[src/rtl/operand_fetch_pkg.sv]
// Shared constants for the operand fetch stage: datapath width, register
// address width and architectural register count.
package operand_fetch_pkg;

    localparam int OF_XLEN     = 32;
    localparam int OF_RA_W     = 5;
    localparam int OF_NUM_REGS = 1 << OF_RA_W;

    // Index of the hardwired-zero register.
    localparam int OF_ZERO_REG = 0;

endpackage

[src/rtl/operand_bypass.sv]
// Source operand resolution for one register read port.
// Build option: OPERAND_FETCH_FWD_EN enables the EX/MEM/WB forwarding paths.
// Without it, any in-flight writer of the source register causes a stall and
// the operand always comes from the register file.
module operand_bypass
    import operand_fetch_pkg::*;
#(
    parameter int XLEN = OF_XLEN,
    parameter int RA_W = OF_RA_W
) (
    input  logic            used,
    input  logic [RA_W-1:0] rs,
    input  logic [XLEN-1:0] rf_data,
    input  logic            ex_we,
    input  logic [RA_W-1:0] ex_rd,
    input  logic [XLEN-1:0] ex_data,
    input  logic            ex_is_load,
    input  logic            mem_we,
    input  logic [RA_W-1:0] mem_rd,
    input  logic [XLEN-1:0] mem_data,
    input  logic            wb_we,
    input  logic [RA_W-1:0] wb_rd,
    input  logic [XLEN-1:0] wb_data,
    output logic [XLEN-1:0] data,
    output logic            hazard
);

    logic rs_zero;
    logic ex_hit;
    logic mem_hit;
    logic wb_hit;

    assign rs_zero = (rs == RA_W'(OF_ZERO_REG));
    assign ex_hit  = ex_we  && (ex_rd  == rs) && !rs_zero;
    assign mem_hit = mem_we && (mem_rd == rs) && !rs_zero;
    assign wb_hit  = wb_we  && (wb_rd  == rs) && !rs_zero;

`ifdef OPERAND_FETCH_FWD_EN

    // Youngest matching producer wins; a load in EX has no data yet.
    always_comb begin
        data = rf_data;
        if (rs_zero) begin
            data = '0;
        end else if (ex_hit && !ex_is_load) begin
            data = ex_data;
        end else if (mem_hit) begin
            data = mem_data;
        end else if (wb_hit) begin
            data = wb_data;
        end
    end

    // Only a load still in EX cannot be bypassed.
    assign hazard = used && ex_hit && ex_is_load;

`else

    logic unused_fwd;
    assign unused_fwd = ^{ex_data, mem_data, wb_data, ex_is_load};

    // No bypass network: x0 reads zero, everything else from the register file.
    always_comb begin
        data = rf_data;
        if (rs_zero) begin
            data = '0;
        end
    end

    // Any pending writer of this register must retire before we read it.
    assign hazard = used && (ex_hit || mem_hit || wb_hit);

`endif

endmodule

[src/rtl/operand_fetch.sv]
// Operand fetch stage: reads the register file, resolves both source
// operands (with optional forwarding), detects read-after-write hazards and
// holds the result in a single output register.
// Build option: OPERAND_FETCH_FWD_EN (see operand_bypass).
//
// Handshake: a transfer happens on a rising clk edge when valid && ready are
// both high on that interface. A producer holding valid keeps its payload
// stable until ready; ready may depend combinationally on the consumer's ready.
module operand_fetch
    import operand_fetch_pkg::*;
#(
    parameter int XLEN = OF_XLEN,
    parameter int RA_W = OF_RA_W
) (
    input  logic            clk,
    input  logic            rst,
    // upstream
    input  logic            in_valid,
    output logic            in_ready,
    input  logic [RA_W-1:0] in_rs1,
    input  logic [RA_W-1:0] in_rs2,
    input  logic [RA_W-1:0] in_rd,
    input  logic            in_rs1_used,
    input  logic            in_rs2_used,
    input  logic            in_rd_we,
    input  logic [XLEN-1:0] in_imm,
    input  logic [XLEN-1:0] in_pc,
    // register file
    output logic [RA_W-1:0] rf_addr1,
    output logic [RA_W-1:0] rf_addr2,
    input  logic [XLEN-1:0] rf_data1,
    input  logic [XLEN-1:0] rf_data2,
    // bypass sources
    input  logic            ex_we,
    input  logic [RA_W-1:0] ex_rd,
    input  logic [XLEN-1:0] ex_data,
    input  logic            ex_is_load,
    input  logic            mem_we,
    input  logic [RA_W-1:0] mem_rd,
    input  logic [XLEN-1:0] mem_data,
    input  logic            wb_we,
    input  logic [RA_W-1:0] wb_rd,
    input  logic [XLEN-1:0] wb_data,
    // pipeline control
    input  logic            flush,
    // downstream
    output logic            out_valid,
    input  logic            out_ready,
    output logic [XLEN-1:0] out_op1,
    output logic [XLEN-1:0] out_op2,
    output logic [XLEN-1:0] out_imm,
    output logic [XLEN-1:0] out_pc,
    output logic [RA_W-1:0] out_rd,
    output logic            out_rd_we,
    // statistics
    output logic [31:0]     stall_cnt
);

    logic [XLEN-1:0] op1_res;
    logic [XLEN-1:0] op2_res;
    logic            hazard1;
    logic            hazard2;
    logic            hazard;
    logic            capture;

    assign rf_addr1 = in_rs1;
    assign rf_addr2 = in_rs2;

    operand_bypass #(
        .XLEN (XLEN),
        .RA_W (RA_W)
    ) u_bypass_rs1 (
        .used       (in_rs1_used),
        .rs         (in_rs1),
        .rf_data    (rf_data1),
        .ex_we      (ex_we),
        .ex_rd      (ex_rd),
        .ex_data    (ex_data),
        .ex_is_load (ex_is_load),
        .mem_we     (mem_we),
        .mem_rd     (mem_rd),
        .mem_data   (mem_data),
        .wb_we      (wb_we),
        .wb_rd      (wb_rd),
        .wb_data    (wb_data),
        .data       (op1_res),
        .hazard     (hazard1)
    );

    operand_bypass #(
        .XLEN (XLEN),
        .RA_W (RA_W)
    ) u_bypass_rs2 (
        .used       (in_rs2_used),
        .rs         (in_rs2),
        .rf_data    (rf_data2),
        .ex_we      (ex_we),
        .ex_rd      (ex_rd),
        .ex_data    (ex_data),
        .ex_is_load (ex_is_load),
        .mem_we     (mem_we),
        .mem_rd     (mem_rd),
        .mem_data   (mem_data),
        .wb_we      (wb_we),
        .wb_rd      (wb_rd),
        .wb_data    (wb_data),
        .data       (op2_res),
        .hazard     (hazard2)
    );

    assign hazard   = hazard1 || hazard2;
    // Reset is asynchronous, so ready is also gated directly by rst.
    assign in_ready = !rst && !hazard && !flush && (!out_valid || out_ready);
    assign capture  = in_valid && in_ready;

    // Output register: flush drops the held entry, a capture loads a new one,
    // a consumed entry with nothing behind it leaves a bubble.
    always_ff @(posedge clk or posedge rst) begin
        if (rst) begin
            out_valid <= 1'b0;
            out_op1   <= '0;
            out_op2   <= '0;
            out_imm   <= '0;
            out_pc    <= '0;
            out_rd    <= '0;
            out_rd_we <= 1'b0;
        end else if (flush) begin
            out_valid <= 1'b0;
        end else if (capture) begin
            out_valid <= 1'b1;
            out_op1   <= op1_res;
            out_op2   <= op2_res;
            out_imm   <= in_imm;
            out_pc    <= in_pc;
            out_rd    <= in_rd;
            out_rd_we <= in_rd_we;
        end else if (out_ready) begin
            out_valid <= 1'b0;
        end
    end

    // Count cycles where an offered instruction was held back (free-running wrap).
    always_ff @(posedge clk or posedge rst) begin
        if (rst) begin
            stall_cnt <= '0;
        end else if (in_valid && !in_ready && !flush) begin
            stall_cnt <= stall_cnt + 32'd1;
        end
    end

endmodule

[config.mk]
export PLATFORM = sky130hd
export DESIGN_NAME = operand_fetch
export DESIGN_NICKNAME = d
export VERILOG_FILES = /design/src/rtl/operand_fetch_pkg.sv /design/src/rtl/operand_bypass.sv /design/src/rtl/operand_fetch.sv
export SDC_FILE = /design/constraint.sdc
export NUM_CORES = 1
export LEC_CHECK = 0
export CELL_PAD_IN_SITES_DETAIL_PLACEMENT = 1
export CELL_PAD_IN_SITES_GLOBAL_PLACEMENT = 1
export CORE_AREA = 2 2 171 173
export DETAILED_ROUTE_END_ITERATION = 16
export DIE_AREA = 0 0 173 175
export PLACE_DENSITY = 0.76
export RECOVER_POWER = 100
export REMOVE_ABC_BUFFERS = 1
export SETUP_SLACK_MARGIN = 0.4
export SLEW_MARGIN = 10
export SYNTH_ARGS = -nofsm -noshare
export SYNTH_HDL_FRONTEND = slang
export SYNTH_SLANG_ARGS = --single-unit
[constraint.sdc]
create_clock -name clk -period 8.1 [get_ports clk]
set_clock_uncertainty 0.2 [all_clocks]
set_input_delay 0.81 -clock clk [delete_from_list [all_inputs] [get_ports clk]]
set_output_delay 0.81 -clock clk [all_outputs]
set_load 0.005 [all_outputs]
==> impl_results.md <==
- Post-synth top area cell: dfrtp_1
- Syn-to-layout area delta: 57.5%
- Status: complete, but fails checks
- # diodes: 0
- Max-cap violations: 2
- Setup TNS: 0 ps
- RSZ-0062 raised after global routing: false
- WP buf/inv: 2
- Cts hold-fix bufs: 0
- Max stage delay cell, worst path: nand3b_1
- Final setup viols: 0
- Mean routed wirelength per cell: 17.2 um
- Die Area: around 0.030 mm2
- Crit-path cells: dlygate4sd3_1 -> xor2_1 -> nor4_1 -> and4_1 -> a311oi_1 -> nand3b_1 -> buf_12 -> mux2_1
- Synth Register Bits: 167
- Ys Warns: 0
- Reg2Reg Setup Slack: 3810 ps
- Fin. Hold Viols: 0
- Synth Cell Area: 0.00727 mm2
- Top Ports: 444
- Clock buffer depth: 2
- Routed Antenna Nets: 0
- DR pass1 iterations: 4
- CP required: 8200 ps
- Vias: 6006
- Drt initial violations: roughly 130
- Largest net degree at the start of global routing: 151
- Most common cell after layout, fill and taps aside: dlygate4sd3_1
- Crit Path Max Fanout: 150
- Detail Placement HPWL: ~17000 um
- Worst reg2reg path startpoint: out_valid$_DFFE_PP0P_
- Sinks on Clock Net: 167
- # Post-CTS Setup Buffers: 0
- Leak: 5.19 nW
- Drt drc: 0
- PostCTS Resize Cnt: 0
- Clock-pin slew on the worst setup and hold paths: 70 ps
- H-tree depth: 4
- Fraction of layout cells with a size suffix above 1: slightly above 7%
- Core area: roughly 0.028 mm2
- Finished Layout Cells: 1360
- Max incr delay on CP: 1720 ps
- Distinct cell type count after synthesis: 34
- Failing checks: capacitance limit, slew limit
- Crit path launch: in_rs2[3]
- CTS root buf: clkbuf_16
- Critical path arrival: 5450 ps
- Setup crit start kind: input port
- TritonCTS clock tree: yes
- Critical path depth: 8
- Most frequent cells in the layout: dlygate4sd3_1, clkdlybuf4s50_1, dfrtp_1
- Worst slew pin tran: 4630 ps
- Worst Hold Depth: 2
- Total wire length: 23400 um
- Total track usage: 15.7%
- # nets final: 1230
- Die Span X: ~170 um
- Grt ovf: 0
- Largest cells by area after synthesis: dfrtp_1, nand2_1, mux2_4
- PD cells: 218 mW/mm2
- First-pass GRT wire length: 37400 um
- Worst setup endpoint: out_pc[12]$_DFFE_PP0P_
- Sequential fraction of the synthesis area: 57.5%
- Fin. max-slew vios: 153
- Initial antenna violation count: 0
- FMAX: 0.187 GHz
- Worst flop-to-flop path endpoint: out_pc[12]$_DFFE_PP0P_
- Initial core utilization: about a quarter
- Synth top area share: 57.5%
- Maximum vdd ir drop: approximately 0.13 mV
- Avg Cell Area, Syn: 11.4 um2
- # rows: 62
- WS Path Type: in2reg
- Number of buffers created by CTS: 17
- Cells after Synth: 636
- DR vias/cell: 4.42
- Min Tclk post-route: 5350 ps
- RD Place Congestion: a little under 0.8
- Max_slew headroom: -210%
- CP delay by family, top: simple AND/OR/NAND/NOR gates
- Dpl cells: 1328
- Die height: 175 um
- Tcrit/Tclk final: 66.0%
- Crit path capture type: register
- Port bufs: 346
- Hold Crit Class: reg2reg
- Vias in the first global route: roughly 6600
- R2R depth: 6
- Clock Latency Late Sink: 420 ps
worst min path at each step:
stage / startpoint / endpoint / slack [ps]
finish: out_op1[24]$_DFFE_PP0P_ / out_op1[24]$_DFFE_PP0P_ / 270
global route: stall_cnt[31]$_DFFE_PP0P_ / stall_cnt[31]$_DFFE_PP0P_ / 300
CTS: stall_cnt[31]$_DFFE_PP0P_ / stall_cnt[31]$_DFFE_PP0P_ / 280
detailed placement: out_op2[14]$_DFFE_PP0P_ / out_op2[14]$_DFFE_PP0P_ / 270
global placement: stall_cnt[31]$_DFFE_PP0P_ / stall_cnt[31]$_DFFE_PP0P_ / 260
floorplan: stall_cnt[31]$_DFFE_PP0P_ / stall_cnt[31]$_DFFE_PP0P_ / 260
through the flow:
| stage | cell area [um2] | hold slack (ps) | setup slack [ps] | utilization (%) | total power, W |
|---|---|---|---|---|---|
| 2_1_floorplan | 7020 | 265 | 2440 | - | 0.00132 |
| 3_3_place_gp | 11000 | 259 | 3580 | 38.9 | 0.00180 |
| 3_5_place_dp | 11000 | 269 | 3530 | 38.9 | 0.00183 |
| 4_1_cts | 11600 | 281 | 3680 | 40.8 | 0.00264 |
| 5_1_grt | 11400 | 295 | 2400 | 40.3 | 0.00264 |
| 6_report | 11400 | 273 | 2750 | 40.3 | 0.00249 |
report_power, final:
group | switching, W | internal, W
sequential | 0.0000902 | 0.000996
clock | 0.000351 | 0.000436
combinational | 0.000235 | 0.000381
total | 0.000676 | 0.00181
cell families (layout without fill, tap and decap cells):
kind of cell / count (synthesis) / after routing / share of synthesized area [%]
mux: 71 / 71 / 12.3
simple gates: 223 / 223 / 14.3
flops: 167 / 167 / 57.5
compound gates: 68 / 68 / 4.86
fa+ha+maj: 1 / 1 / 0.172
buf+inv: 45 / 385 / 3.48
xor+xnor: 61 / 61 / 7.35
registers in the layout (all words and copies together), names as in the netlist:
name       count
out_pc        32
out_op2       32
out_op1       32
out_valid      1
out_imm       32
out_rd_we      1
stall_cnt     32
out_rd         5
synthesized netlist by cell type (all sizes together):
master	count
dfrtp	167
nand2	147
mux2	71
o21ai	65
xor2	44
buf	27
xnor2	17
clkbuf	16
nor4	16
nand3	9
nor2	9
nor3	9
nand4	8
and4	5
nor4b	4
or2	4
and3	3
nand2b	3
nor3b	3
inv	2
a311oi	1
a31oi	1
and2	1
ha	1
nand3b	1
nor2b	1
o22ai	1
layout make-up:
class                      count  area, um2
inverter                       2       8.76
fill                        3145      16900
timing repair buffer         351       3510
multi-input combinational    424       2700
sequential                   167       4180
clock buffer                  24        502
tap                          384        480
clock inverter                 8       63.8
tightest hold or removal path: cells and delay by family, from the launching register on:
family	cells	cell delay (ps)
flops	1	340
compound gates	1	60
simple gates	1	50
per-layer routing:
layer | share of wire, % | vias to the layer above | GRT usage [%]
li1 | - | 2791 | -
met1 | 41 | 2983 | 18.2
met2 | 51 | 209 | 27.3
met3 | 7.1 | 23 | 5.46
met4 | 1.6 | 0 | 4.77
met5 | 0 | - | 0
Note: power is estimated with default switching activity, not from simulation.
